File: src/rtl/uart_frame_parser_pkg.sv
// Shared definitions for the UART frame parser: FSM states, the default SOF marker and parameter helpers.
// Combinational helpers only; no flow control.
package uart_frame_parser_pkg;

  typedef enum logic [2:0] {
    S_SOF,
    S_CMD,
    S_LEN,
    S_PAYLOAD,
    S_CHK,
    S_HOLD
  } state_t;

  localparam logic [7:0] SOF_DEFAULT = 8'hAA;

  function automatic int timeout_cycles(input int clk_freq);
    return clk_freq / 1000;
  endfunction

  function automatic int addr_width(input int max_len);
    return (max_len > 1) ? $clog2(max_len) : 1;
  endfunction

endpackage

File: src/rtl/uart_frame_parser_if.sv
// Byte stream in, held-frame handshake and payload read port out of the frame parser.
// master = byte source / command layer, slave = parser.
interface uart_frame_parser_if
  import uart_frame_parser_pkg::*;
#(
  parameter int MAX_LEN = 16
);
  localparam int AW = addr_width(MAX_LEN);

  logic [7:0]    rx_data;
  logic          rx_valid;
  logic          frame_ready;
  logic [7:0]    frame_cmd;
  logic [7:0]    frame_len;
  logic          frame_ack;
  logic [AW-1:0] rd_addr;
  logic [7:0]    rd_data;
  logic          err_chk;
  logic          err_len;
  logic          err_timeout;
  logic          err_overrun;

  modport master (
    output rx_data, rx_valid, frame_ack, rd_addr,
    input  frame_ready, frame_cmd, frame_len, rd_data,
    input  err_chk, err_len, err_timeout, err_overrun
  );

  modport slave (
    input  rx_data, rx_valid, frame_ack, rd_addr,
    output frame_ready, frame_cmd, frame_len, rd_data,
    output err_chk, err_len, err_timeout, err_overrun
  );

endinterface

File: src/rtl/uart_frame_buf.sv
// Payload buffer: DEPTH x 8 simple dual-port RAM, sync write, registered read (1-cycle latency).
// No backpressure; a read and a write to the same address return the old byte.
module uart_frame_buf #(
  parameter int DEPTH = 16,
  parameter int AW    = 4
) (
  input  logic          clk,
  input  logic          rst_n,
  input  logic          wr_en,
  input  logic [AW-1:0] wr_addr,
  input  logic [7:0]    wr_data,
  input  logic [AW-1:0] rd_addr,
  output logic [7:0]    rd_data
);

  logic [7:0] mem [DEPTH];

  always_ff @(posedge clk) begin
    if (wr_en) mem[wr_addr] <= wr_data;
  end

  // Only the read register is cleared, so rd_data reads 0 out of reset; storage is left as-is.
  always_ff @(posedge clk or negedge rst_n) begin
    if (!rst_n) rd_data <= '0;
    else        rd_data <= mem[rd_addr];
  end

endmodule

File: src/rtl/uart_frame_parser.sv
// Parses SOF/CMD/LEN/payload/CHK frames from a valid-pulsed byte stream and holds a good frame until acked.
// Outputs registered (frame_ready one cycle after CHK); input cannot be stalled, bytes arriving while held are dropped.
module uart_frame_parser
  import uart_frame_parser_pkg::*;
#(
  parameter int         CLK_FREQ    = 100_000_000,
  parameter logic [7:0] SOF_BYTE    = SOF_DEFAULT,
  parameter int         MAX_LEN     = 16,
  parameter int         TIMEOUT_CYC = timeout_cycles(CLK_FREQ)
) (
  input logic               clk,
  input logic               rst_n,
  uart_frame_parser_if.slave bus
);

  localparam int              AW        = addr_width(MAX_LEN);
  localparam int              TW        = $clog2(TIMEOUT_CYC + 1);
  localparam logic [7:0]      MAX_LEN_B = 8'(MAX_LEN);
  localparam logic [TW-1:0]   TMR_LAST  = TW'(TIMEOUT_CYC - 1);

  state_t        state;
  logic [7:0]    cmd_q;
  logic [7:0]    len_q;
  logic [7:0]    chk_q;
  logic [7:0]    idx_q;
  logic [TW-1:0] tmr_q;
  logic          ready_q;
  logic          err_chk_q;
  logic          err_len_q;
  logic          err_to_q;
  logic          err_ovr_q;
  logic          wr_en;

  assign wr_en = bus.rx_valid && (state == S_PAYLOAD);

  uart_frame_buf #(
    .DEPTH (MAX_LEN),
    .AW    (AW)
  ) u_buf (
    .clk     (clk),
    .rst_n   (rst_n),
    .wr_en   (wr_en),
    .wr_addr (idx_q[AW-1:0]),
    .wr_data (bus.rx_data),
    .rd_addr (bus.rd_addr),
    .rd_data (bus.rd_data)
  );

  assign bus.frame_ready = ready_q;
  assign bus.frame_cmd   = cmd_q;
  assign bus.frame_len   = len_q;
  assign bus.err_chk     = err_chk_q;
  assign bus.err_len     = err_len_q;
  assign bus.err_timeout = err_to_q;
  assign bus.err_overrun = err_ovr_q;

  always_ff @(posedge clk or negedge rst_n) begin
    if (!rst_n) begin
      state     <= S_SOF;
      cmd_q     <= '0;
      len_q     <= '0;
      chk_q     <= '0;
      idx_q     <= '0;
      tmr_q     <= '0;
      ready_q   <= 1'b0;
      err_chk_q <= 1'b0;
      err_len_q <= 1'b0;
      err_to_q  <= 1'b0;
      err_ovr_q <= 1'b0;
    end else begin
      err_chk_q <= 1'b0;
      err_len_q <= 1'b0;
      err_to_q  <= 1'b0;
      err_ovr_q <= 1'b0;
      case (state)
        S_SOF: begin
          tmr_q <= '0;
          if (bus.rx_valid && bus.rx_data == SOF_BYTE) state <= S_CMD;
        end
        S_HOLD: begin
          if (bus.rx_valid) err_ovr_q <= 1'b1;
          if (bus.frame_ack) begin
            ready_q <= 1'b0;
            state   <= S_SOF;
          end
        end
        default: begin
          // A byte in the same cycle as the timeout deadline takes priority.
          if (bus.rx_valid) begin
            tmr_q <= '0;
            case (state)
              S_CMD: begin
                cmd_q <= bus.rx_data;
                chk_q <= bus.rx_data;
                state <= S_LEN;
              end
              S_LEN: begin
                if (bus.rx_data > MAX_LEN_B) begin
                  err_len_q <= 1'b1;
                  state     <= S_SOF;
                end else begin
                  len_q <= bus.rx_data;
                  chk_q <= chk_q ^ bus.rx_data;
                  idx_q <= '0;
                  state <= (bus.rx_data == 8'd0) ? S_CHK : S_PAYLOAD;
                end
              end
              S_PAYLOAD: begin
                chk_q <= chk_q ^ bus.rx_data;
                if (idx_q == len_q - 8'd1) state <= S_CHK;
                else                       idx_q <= idx_q + 8'd1;
              end
              S_CHK: begin
                if (bus.rx_data == chk_q) begin
                  ready_q <= 1'b1;
                  state   <= S_HOLD;
                end else begin
                  err_chk_q <= 1'b1;
                  state     <= S_SOF;
                end
              end
              default: state <= S_SOF;
            endcase
          end else if (tmr_q == TMR_LAST) begin
            err_to_q <= 1'b1;
            state    <= S_SOF;
          end else begin
            tmr_q <= tmr_q + 1'b1;
          end
        end
      endcase
    end
  end

endmodule

File: src/flat_wrapper.sv
// flat-port wrapper written by rule: the top's interface ports become plain ports
module uart_frame_parser_flat import uart_frame_parser_pkg::*;
#(
  parameter int         CLK_FREQ    = 100_000_000,
  parameter logic [7:0] SOF_BYTE    = SOF_DEFAULT,
  parameter int         MAX_LEN     = 16,
  parameter int         TIMEOUT_CYC = timeout_cycles(CLK_FREQ)
)
  (clk, rst_n, bus_rx_data, bus_rx_valid, bus_frame_ack, bus_rd_addr, bus_frame_ready, bus_frame_cmd, bus_frame_len, bus_rd_data, bus_err_chk, bus_err_len, bus_err_timeout, bus_err_overrun);
  uart_frame_parser_if #(.MAX_LEN(MAX_LEN)) bus_i ();
  input logic clk;
  input logic rst_n;
  input wire logic [$bits(bus_i.rx_data)-1:0] bus_rx_data;
  input wire logic [$bits(bus_i.rx_valid)-1:0] bus_rx_valid;
  input wire logic [$bits(bus_i.frame_ack)-1:0] bus_frame_ack;
  input wire logic [$bits(bus_i.rd_addr)-1:0] bus_rd_addr;
  output wire logic [$bits(bus_i.frame_ready)-1:0] bus_frame_ready;
  output wire logic [$bits(bus_i.frame_cmd)-1:0] bus_frame_cmd;
  output wire logic [$bits(bus_i.frame_len)-1:0] bus_frame_len;
  output wire logic [$bits(bus_i.rd_data)-1:0] bus_rd_data;
  output wire logic [$bits(bus_i.err_chk)-1:0] bus_err_chk;
  output wire logic [$bits(bus_i.err_len)-1:0] bus_err_len;
  output wire logic [$bits(bus_i.err_timeout)-1:0] bus_err_timeout;
  output wire logic [$bits(bus_i.err_overrun)-1:0] bus_err_overrun;
  assign bus_i.rx_data = bus_rx_data;
  assign bus_i.rx_valid = bus_rx_valid;
  assign bus_i.frame_ack = bus_frame_ack;
  assign bus_i.rd_addr = bus_rd_addr;
  assign bus_frame_ready = bus_i.frame_ready;
  assign bus_frame_cmd = bus_i.frame_cmd;
  assign bus_frame_len = bus_i.frame_len;
  assign bus_rd_data = bus_i.rd_data;
  assign bus_err_chk = bus_i.err_chk;
  assign bus_err_len = bus_i.err_len;
  assign bus_err_timeout = bus_i.err_timeout;
  assign bus_err_overrun = bus_i.err_overrun;
  uart_frame_parser #(.CLK_FREQ(CLK_FREQ), .SOF_BYTE(SOF_BYTE), .MAX_LEN(MAX_LEN), .TIMEOUT_CYC(TIMEOUT_CYC)) u_core (.clk(clk), .rst_n(rst_n), .bus(bus_i));
endmodule
File: config.mk
export PLATFORM = sky130hd
export DESIGN_NAME = uart_frame_parser_flat
export DESIGN_NICKNAME = d
export VERILOG_FILES = /design/src/rtl/uart_frame_parser_pkg.sv /design/src/rtl/uart_frame_parser_if.sv /design/src/rtl/uart_frame_buf.sv /design/src/rtl/uart_frame_parser.sv /design/src/flat_wrapper.sv
export SDC_FILE = /design/constraint.sdc
export NUM_CORES = 1
export LEC_CHECK = 0
export BUFFER_PORTS_ARGS = -buffer_cell sky130_fd_sc_hd__buf_2
export CORE_MARGIN = 8
export CORE_UTILIZATION = 60
export DETAILED_ROUTE_END_ITERATION = 6
export PLACE_DENSITY = 0.78
export SLEW_MARGIN = 20
export SYNTH_ARGS = -nofsm -noshare
export SYNTH_HDL_FRONTEND = slang
export SYNTH_SLANG_ARGS = --single-unit
export TNS_END_PERCENT = 30
File: constraint.sdc
create_clock -name clk -period 4 [get_ports clk]
set_clock_uncertainty 0.15 [all_clocks]
set_input_delay 0 -clock clk [delete_from_list [all_inputs] [get_ports clk]]
set_output_delay 0 -clock clk [all_outputs]
set_load 0.005 [all_outputs]
After elaboration in Yosys (flattened, before gate mapping)

Memory sizes are Yosys's and may differ from the RTL's. A register that Yosys moved wholly into a read port is not among the register bits.
Index checks and enable logic that the tools add are counted.
Widths: inputs -> output; s select.

Memory bits (writable): 128
Register bits after elaboration: 57
Bits in latches: 0
Memories: 1
Output and inout port bits: 29
Bits in read-only memories: 0
Logic and storage cells: 93
Bits of input ports: 16

Memories:

| memory           | words | bits a word | read ports | clocked after memory_dff | write ports | line                 | text |
|---|---|---|---|---|---|---|---|
| u_core.u_buf.mem | 16    | 8           | 1          | 1                        | 1           | uart_frame_buf.sv:16 | `logic [7:0] mem [DEPTH];` |

Multiplexer cells: 38
Reductions and logical operators: 19
Bitwise gates (word level): 5
$mul: 0
Equality and inequality tests: 15
Div/mod/pow operators: 0
Order comparisons: 1
Shift operators: 0
$add $sub $neg: 3

Operators by type and width:

| kind                  | count |
|---|---|
| $mux 17               | 2 |
| $pmux 17 s2           | 1 |
| $mux 3                | 8 |
| $mux 8                | 3 |
| $pmux 8 s3            | 1 |
| $mux 1                | 19 |
| $add 17x1->17 const B | 1 |
| $eq 17x17->1 const B  | 1 |
| $eq 8x8->1            | 2 |
| $pmux 8 s2            | 1 |
| $pmux 3 s4            | 1 |
| $reduce_and 4->1      | 3 |
| $reduce_and 5->1      | 2 |
| $add 8x1->8 const B   | 1 |
| $eq 8x8->1 const B    | 1 |
| $gt 8x5->1 const B    | 1 |
| $logic_not 8->1       | 1 |
| $reduce_bool 2->1     | 4 |
| $sub 8x1->8 const B   | 1 |
| $xor 8x8->8           | 1 |
| $eq 3x2->1 const B    | 2 |
| $eq 3x3->1 const B    | 2 |
| $ne 2x2->1 const B    | 3 |
| $pmux 3 s2            | 1 |
| other kinds (14)      | 18 |

Longest topological paths before layout

Gate-level depths: netlist of the first run.

Depth after elaboration: 6
Gate-level depth with buffers: 10

Cells and area by module

Synthesis of the first run repeated with hierarchy kept, for this count alone.

Cells, all modules: 582
Area total of the unflattened synthesis: 8446.9 sq um

By module, submodules not included:

| module            | times used | area each (sq um) | cells an instance |
|---|---|---|---|
| uart_frame_buf    | 1          | 5187.5            | 229 |
| uart_frame_parser | 1          | 3259.4            | 353 |

Worst setup path after synthesis of the first run

OpenSTA, ideal clock, no wires.

Path kind: register to register
Start point: reg u_core.state[2]
End point: mem u_core.u_buf.mem[0][0], enable pin
Library setup time: 0.383 ns
Buffers on the path: 2
Arrival: 1.834 ns
Setup slack: 1.633 ns
Stages on the path, launching flop included: 7
Clock period less this slack: 2.367 ns
Cells stage by stage: dfrtp_1 clkbuf_1 nor2b_1 clkbuf_1 and3_1 nand2_1 nor3_1

Cells in the longest elaborated chain, start to end: 4

Ends and longest elaborated chain:

| item                         | line                     | text |
|---|---|---|
| start: declaration           | uart_frame_parser.sv:21  | `state_t state;` |
| start signal: assignment     | uart_frame_parser.sv:105 | `state <= (bus.rx_data == 8'd0) ? S_CHK : S_PAYLOAD;` |
| $eq 3x2->1                   | uart_frame_parser.sv:34  | `assign wr_en = bus.rx_valid && (state == S_PAYLOAD);` |
| $logic_and 1x1->1            | uart_frame_parser.sv:34  |  |
| $mux 1                       | uart_frame_buf.sv:19     | `if (wr_en) mem[wr_addr] <= wr_data;` |
| $mux 1 (not written as such) | uart_frame_buf.sv:19     |  |
| end: declaration             | uart_frame_buf.sv:16     |  |

Every way passes these cells.

Worst setup path in the final report of the first run

Start point: reg u_core.len_q[0], in the netlist u_core.bus.frame_len[0]
End point: reg u_core.idx_q[0]

Cells in the longest elaborated chain, start to end: 4

Ends and longest elaborated chain:

| item                              | line                     | text |
|---|---|---|
| start: declaration                | uart_frame_parser.sv:23  | `logic [7:0] len_q;` |
| start signal: assignment          | uart_frame_parser.sv:102 | `len_q <= bus.rx_data;` |
| $sub 8x1->8                       | uart_frame_parser.sv:110 | `if (idx_q == len_q - 8'd1) state <= S_CHK;` |
| $eq 8x8->1                        | uart_frame_parser.sv:110 |  |
| $ne 2x2->1 (no source line)       | --                       |  |
| $reduce_and 5->1 (no source line) | --                       |  |
| end signal: assignment            | uart_frame_parser.sv:111 | `else idx_q <= idx_q + 8'd1;` |
| end: declaration                  | uart_frame_parser.sv:25  | `logic [7:0] idx_q;` |

Every way passes these cells.
A chain may end at the register's enable or synchronous reset.

==> results.md, run 1 <==
- Status: finished, violations left
- Failing checks: hold timing
- TritonCTS Buffers: 17
- Post-synthesis average cell area: 14.19 um^2
- Maxcap violations: 0
- Number of antenna-violating nets in the routed design: 0
- Number of antenna violations at the first check in global routing: 0
- Setup TNS: 0 ns
- Critical R2R Launch: u_core.bus.frame_len[0]
- Starting density of the core: between 60% and 70%
- Clock root buffer master: clkbuf_16
- Number of enable-type register cells in the synthesized netlist: 128
- Final worst path period share: 70.99%
- Number of storage elements in the synthesis netlist: slightly below 200
- Final wirelength: between 15,000 and 20,000 um
- Area of the core: roughly 14,000 um^2
- TritonCTS clock tree: built
- FFs w/ async S/R, synth: between 30 and 40%
- Overflow left after global routing: 0
- Number of warnings printed during yosys synthesis: 0
- Most frequent cell after synthesis: edfxtp_1
- Routed length per placed instance: ~21 um
- Number of nets produced by synthesis: 610
- Post-CTS repair timing setup buffer count: 0
- Clock tree sinks: 193
- Depth of the worst register-to-register path: 9
- Vert. Die Dim: 133.9 um
- Overall die area: 17,940 um^2
- Power per cell area: 549.9 nW/um^2
- Number of buffers on the longest clock path: 2
- Launching instance or port of the critical path: u_core.bus.frame_len[0]
- Detail-routed via count per cell: 6.038
- Tightest slew margin relative to the limit: 41.33%
- Category of the worst setup path capture point: flip-flop
- Top cells by count, synth: edfxtp_1, nand2_1, dfrtp_1
- Maximum frequency from static timing analysis: 352.2 MHz
- Pin count of the biggest net entering global routing: between 40 and 50
- Layout overhead on the synthesized area: 13.39%
- Starting DRT DRC Count: around 420
- Post-synth top area share: 46.06%
- Setup repair after global routing missed its margin: false
- HPWL after DPL: roughly 12,000 um
- Slew @ Worst Pin: 0.8768 ns
- Standard cell area after detailed placement: 8701 um^2
- Critical path arrival: roughly 3 ns
- Distinct cell type count after synthesis: 50
- Die X-Extent: 133.9 um
- Routability Congestion: 0.8953
- Net count of the finished layout: 663
- Setup slack on the worst flop-to-flop path: 1.16 ns
- Number of placement rows: 43
- Crit path launch type: flip-flop
- Post-Route Hold Slack: -0.04932 ns
- Total number of vias: 5,036
- Sequential element share of the synthesized area: between 60 and 70%
- GRT Overall Usage: between 20 and 25%
- Post-synthesis instance area: around 8300 um^2
- Total of fill cells in the finished design: 918
- Count of pins on the block boundary: 45
- Hold bufs inserted after CTS: 14
- First-pass iteration count of the detailed router: 5
- N_diodes: 0
- Final Critical Period: approximately 2.8 ns
- Number of max-slew violations in the final report: 0
- Hold Violations, Final: 45
- Cell type with the highest aggregate area in the netlist: edfxtp_1
- Clock transition at path regs: around 0.070 ns
- Input/output buffers: 44
- Post-Synthesis Cells: between 500 and 600
- Cell types with the largest area share after synthesis: edfxtp_1, dfrtp_1, mux4_2, nand2_1, o21ai_0
- Most frequently used flop master after synthesis: edfxtp_1
- Kind of critical path: reg2reg
- Endpoint of the worst-slack reg-to-reg timing path: u_core.idx_q[0]
- Clock latency reported for the late side of the worst-skew pair: 0.43 ns
- Min-Delay Path Class: in2async
- Vias in the first global route: 5,226
- Leakage power summed over all cells: 3.478 nW
- Post-route cell area: 9463 um^2
- Layout cells sized above 1: 19.27%
- Global-route wire length before repair: 29,180 um
- Endpoints failing setup: 0
- Maximum level of the CTS H-tree: 4
- Final routed DRC violation total: 0
- Resized cells post-CTS: 0
- Highest fanout seen on the critical path: 12
- Maximum resistive drop on vdd: roughly 0.00038 V
- Critical path required time: 4.22 ns
==> layout by cell type (no fill, tap or decap), types with 9 or more instances in the layout <==
master         count
edfxtp_1         128
inv_1              9
a21oi_1           23
nand2_1           73
nand4_1            9
buf_2             42
dfrtp_1           65
nor3_1            18
mux4_2            40
clkbuf_16         17
xor2_1             9
o21ai_0           34
nor2_1            33
buf_4             10
dlygate4sd3_1     14
nand3_1           16
xnor2_1           15
==> registers in the layout (all words and copies together) (netlist names) <==
register / count
u_core.bus.err_timeout: 1
u_core.bus.err_len: 1
u_core.idx_q: 8
u_core.bus.err_chk: 1
u_core.bus.err_overrun: 1
u_core.u_buf.rd_data: 8
u_core.u_buf.mem: 128
u_core.state: 3
u_core.bus.frame_ready: 1
u_core.tmr_q: 17
u_core.bus.frame_len: 8
u_core.bus.frame_cmd: 8
u_core.chk_q: 8
==> power breakdown <==
group	internal [mW]	switching, mW
registers	2.30	0.220
logic	0.401	0.516
clock network	1.04	0.720
==> metrics by stage <==
step | total power, mW | utilization, % | instances | setup slack (ns) | hold WS (ns)
3_3_place_gp | 3.426 | 63.42 | 788 | 1.330 | 0.07712
2_1_floorplan | 3.178 | - | 588 | 1.633 | -0.4456
3_5_place_dp | 3.455 | 63.42 | 788 | 1.232 | 0.1039
6_report | 5.203 | 68.97 | 834 | 1.161 | -0.04932
4_1_cts | 5.227 | 68.94 | 834 | 1.200 | 0.0001322
5_1_grt | 5.439 | 68.97 | 834 | 0.8515 | 0.02230
==> kinds of logic (layout without fill, tap and decap cells) <==
group | after synthesis | count (layout) | share of synthesized area [%]
AO/OA/AOI/OAI | 84 | 84 | 6.087
buffers and inverters | 41 | 107 | 2.204
adder cells (fa/ha/maj) | 6 | 6 | 0.8995
multiplexers | 42 | 42 | 11.05
AND/OR/NAND/NOR | 198 | 198 | 11.69
XOR/XNOR | 24 | 24 | 2.519
flip-flops | 193 | 193 | 65.55
==> final cells by class <==
type | count | area [um^2] | area share (%)
clock buffers | 18 | 429.2 | 4.535
clock inverters | 14 | 187.7 | 1.983
inverters | 9 | 33.78 | 0.3570
multi-input cells | 354 | 2691 | 28.44
flip-flops and latches | 193 | 5470 | 57.81
well taps | 180 | 225.2 | 2.380
repair buffers | 66 | 425.4 | 4.496
==> worst max-delay path, cell delays in order (launching register included) <==
cell and delay [ns]:
dfrtp_1 0.45, inv_1 0.11, ha_1 0.29, nand2b_1 0.08, mux2_2 0.26, o22ai_1 0.16, o211ai_2 0.12, nor4b_2 0.75
o21ai_0 0.19, a21bo_1 0.22
==> layer usage <==
| metal | wire [um] | global-route usage (%) |
|---|---|---|
| met1 | 7637 | 26.95 |
| met2 | 9047 | 36.02 |
| met3 | 797 | 4.188 |
| met4 | 431 | 9.295 |
| met5 | 0 | 0 |
==> worst max-delay path by stage <==
| stage | depth (start not counted) | slack (ns) | endpoint |
|---|---|---|---|
| final | 9 | 1.16 | u_core.idx_q[0] |
| after global routing | 9 | 0.85 | u_core.idx_q[0] |
| after CTS | 9 | 1.20 | u_core.idx_q[7] |
| after detailed placement | 9 | 1.23 | u_core.idx_q[5] |
| after global placement | 9 | 1.33 | u_core.idx_q[7] |
| after floorplan | 6 | 1.63 | u_core.u_buf.mem[0][0] |
Power figures use the tool's default switching activity.
==> run 2: changes to the inputs <==
==> constraint.sdc (replaced) <==
create_clock -name clk -period 2.8 [get_ports clk]
set_clock_uncertainty 0.15 [all_clocks]
set_input_delay 0 -clock clk [delete_from_list [all_inputs] [get_ports clk]]
set_output_delay 0 -clock clk [all_outputs]
set_load 0.005 [all_outputs]
==> results.md, run 2 (synthesis gave the netlist of run 1 again) <==
- Layout overhead on the synthesized area: 15.32%
- Net count of the finished layout: ~700
- Internal power component: 5.257 mW
- TritonCTS Buffers: 17
- Input/output buffers: 44
- Number of buffers on the longest clock path: 2
- Logic gate share of total power: 19.2%
- Maximum frequency from static timing analysis: 377.1 MHz
- Power per cell area: roughly 770 nW/um^2
- Setup TNS: 0 ns
- Clock transition at path regs: 0.07 ns
- Layout cells sized above 1: ~22%
- Switching part of the total: 29.21%
- Total number of vias: 5,235
- Largest reg by FF count: u_core.u_buf.mem
- Number of antenna violations at the first check in global routing: 0
- GRT Overall Usage: 21.45%
- Number of max-slew violations in the final report: 0
- Number of antenna-violating nets in the routed design: 0
- Tightest slew margin relative to the limit: between 40% and 50%
- Resized cells post-CTS: 0
- Die X-Extent: 133.9 um
- TritonCTS clock tree: built
- Routability Congestion: 0.9000
- Count of pins on the block boundary: 45
- First-pass iteration count of the detailed router: 5
- Final Critical Period: 2.652 ns
- Flip-flop count of the largest register after layout: 128
- Crit path launch type: flip-flop
- Largest registers: u_core.u_buf.mem: 128 flops, u_core.tmr_q: 17 flops
- Global-route wire length before repair: 29,120 um
- HPWL after DPL: roughly 12,000 um
- Critical path arrival: 2.86 ns
- Sequential share of power: 48.1%
- Final setup slack of the worst path: approximately 0.15 ns
- Pin count of the biggest net entering global routing: 66
- Post-Route Hold Slack: 0.1216 ns
- Vias in the first global route: about 5.4k
- Setup repair after global routing missed its margin: false
- N_diodes: 0
- Final wirelength: ~18,000 um
- Min-Delay Path Class: in2async
- Post-route cell area: 9624 um^2
- Total placed cells including tap cells: 810
- Leading cell type in the layout, fill and taps excluded: edfxtp_1
- Hold Violations, Final: 0
- Final worst path period share: between 90% and 100%
- Standard cell area after detailed placement: 8879 um^2
- Starting density of the core: 60.83%
- Overall die area: between 15,000 and 20,000 um^2
- Clock latency reported for the late side of the worst-skew pair: 0.44 ns
- Critical path required time: 3.01 ns
- Highest fanout seen on the critical path: 12
- Slew @ Worst Pin: 0.8569 ns
- Number of placement rows: 43
- Maxcap violations: 0
- Overflow left after global routing: 0
- Maximum resistive drop on vdd: between 0.0005 and 0.0006 V
- Net switching power: between 2 and 2.5 mW
- Clock root buffer master: clkbuf_16
- Leakage power summed over all cells: 3.597 nW
- Status: complete, no violations
- Vert. Die Dim: 133.9 um
- Count of placed standard cells in the final layout, fillers left out: around 860
- Category of the worst setup path capture point: flip-flop
- Detail-routed via count per cell: roughly 6.1
- Area of the core: 13,720 um^2
- Place WS: 0.1798 ns
- Portion of total power attributed to the clock network: 32.7%
- Most frequent cells in the layout: edfxtp_1, nand2_1, dfrtp_1
- Final routed DRC violation total: 0
- Routed length per placed instance: 21.13 um
- Endpoints failing setup: 0
- Starting DRT DRC Count: ~500
- Clock tree sinks: 193
- Maximum level of the CTS H-tree: 4
- Kind of critical path: reg2reg
[run 2: changes by cell type in the layout (fill, tap and decap cells not counted), sizes merged]
cell         previous run  this run
buf                    52        74
inv                    10        19
clkinv                  7         2
bufinv                  4         2
clkbuf                 18        17
clkinvlp                2         1
dlygate4sd3            14        15
[run 2: what timing repair did]
| item | in CTS | in global routing |
|---|---|---|
| setup buffers | 0 | 0 |
| hold buffers | 15 | 0 |
| endpoints found under the hold margin | 215 | 0 |
[run 2: worst max-delay path, stage by stage (launching register included)]
cell,delay (ns)
dfrtp_1,0.47
inv_1,0.09
ha_1,0.30
xnor2_1,0.15
and4b_1,0.17
a41o_1,0.21
a21oi_2,0.14
nor4b_2,0.06
buf_4,0.17
or4_1,0.50
a21oi_1,0.16
[run 2: path summary, 6_finish.rpt]
check	start	endpoint	slack [ns]	cells past startpoint
worst max register to register	u_core.bus.frame_len[0]	u_core.idx_q[6]	0.15	10
worst min-delay path	rst_n	u_core.u_buf.rd_data[4]	0.12	3
worst min register to register	u_core.bus.frame_cmd[2]	u_core.bus.frame_cmd[2]	0.33	2
min in group clk	bus_rx_valid	u_core.bus.err_chk	0.31	4
max in group asynchronous	rst_n	u_core.tmr_q[10]	1.80	3
worst max-delay path	u_core.bus.frame_len[0]	u_core.idx_q[6]	0.15	10
[run 2: layout make-up]
class                           count  area (um^2)
Clock buffer                       17        425.4
Timing Repair Buffer               89        608.1
Tap cell                          180        225.2
Inverter                            9        33.78
Fill cell                         931         4095
Sequential cell                   193         5470
Clock inverter                     15        170.2
Multi-Input combinational cell    354         2691
[run 2: through the flow]
step	util, %	total power, mW
floorplan	-	4.540
global placement	64.72	4.926
detailed placement	64.72	5.013
CTS	70.15	7.463
global route	70.15	7.769
finish	70.15	7.426
[run 2: layer usage]
metal | GRT usage, % | wire length (um) | vias up
met5 | 0 | 0 | -
met4 | 10.04 | 539 | 0
met3 | 4.824 | 877 | 33
met2 | 36.19 | 9425 | 183
met1 | 25.79 | 7270 | 2658
li1 | - | - | 2361
[run 2: power groups by stage]
| stage | Combinational [mW] | Sequential [mW] | Clock, mW |
|---|---|---|---|
| 2_1_floorplan | 1.01 | 3.53 | 0 |
| 3_3_place_gp | 1.34 | 3.59 | 0 |
| 3_5_place_dp | 1.40 | 3.61 | 0 |
| 4_1_cts | 1.43 | 3.56 | 2.47 |
| 5_1_grt | 1.58 | 3.60 | 2.59 |
| 6_report | 1.42 | 3.57 | 2.43 |
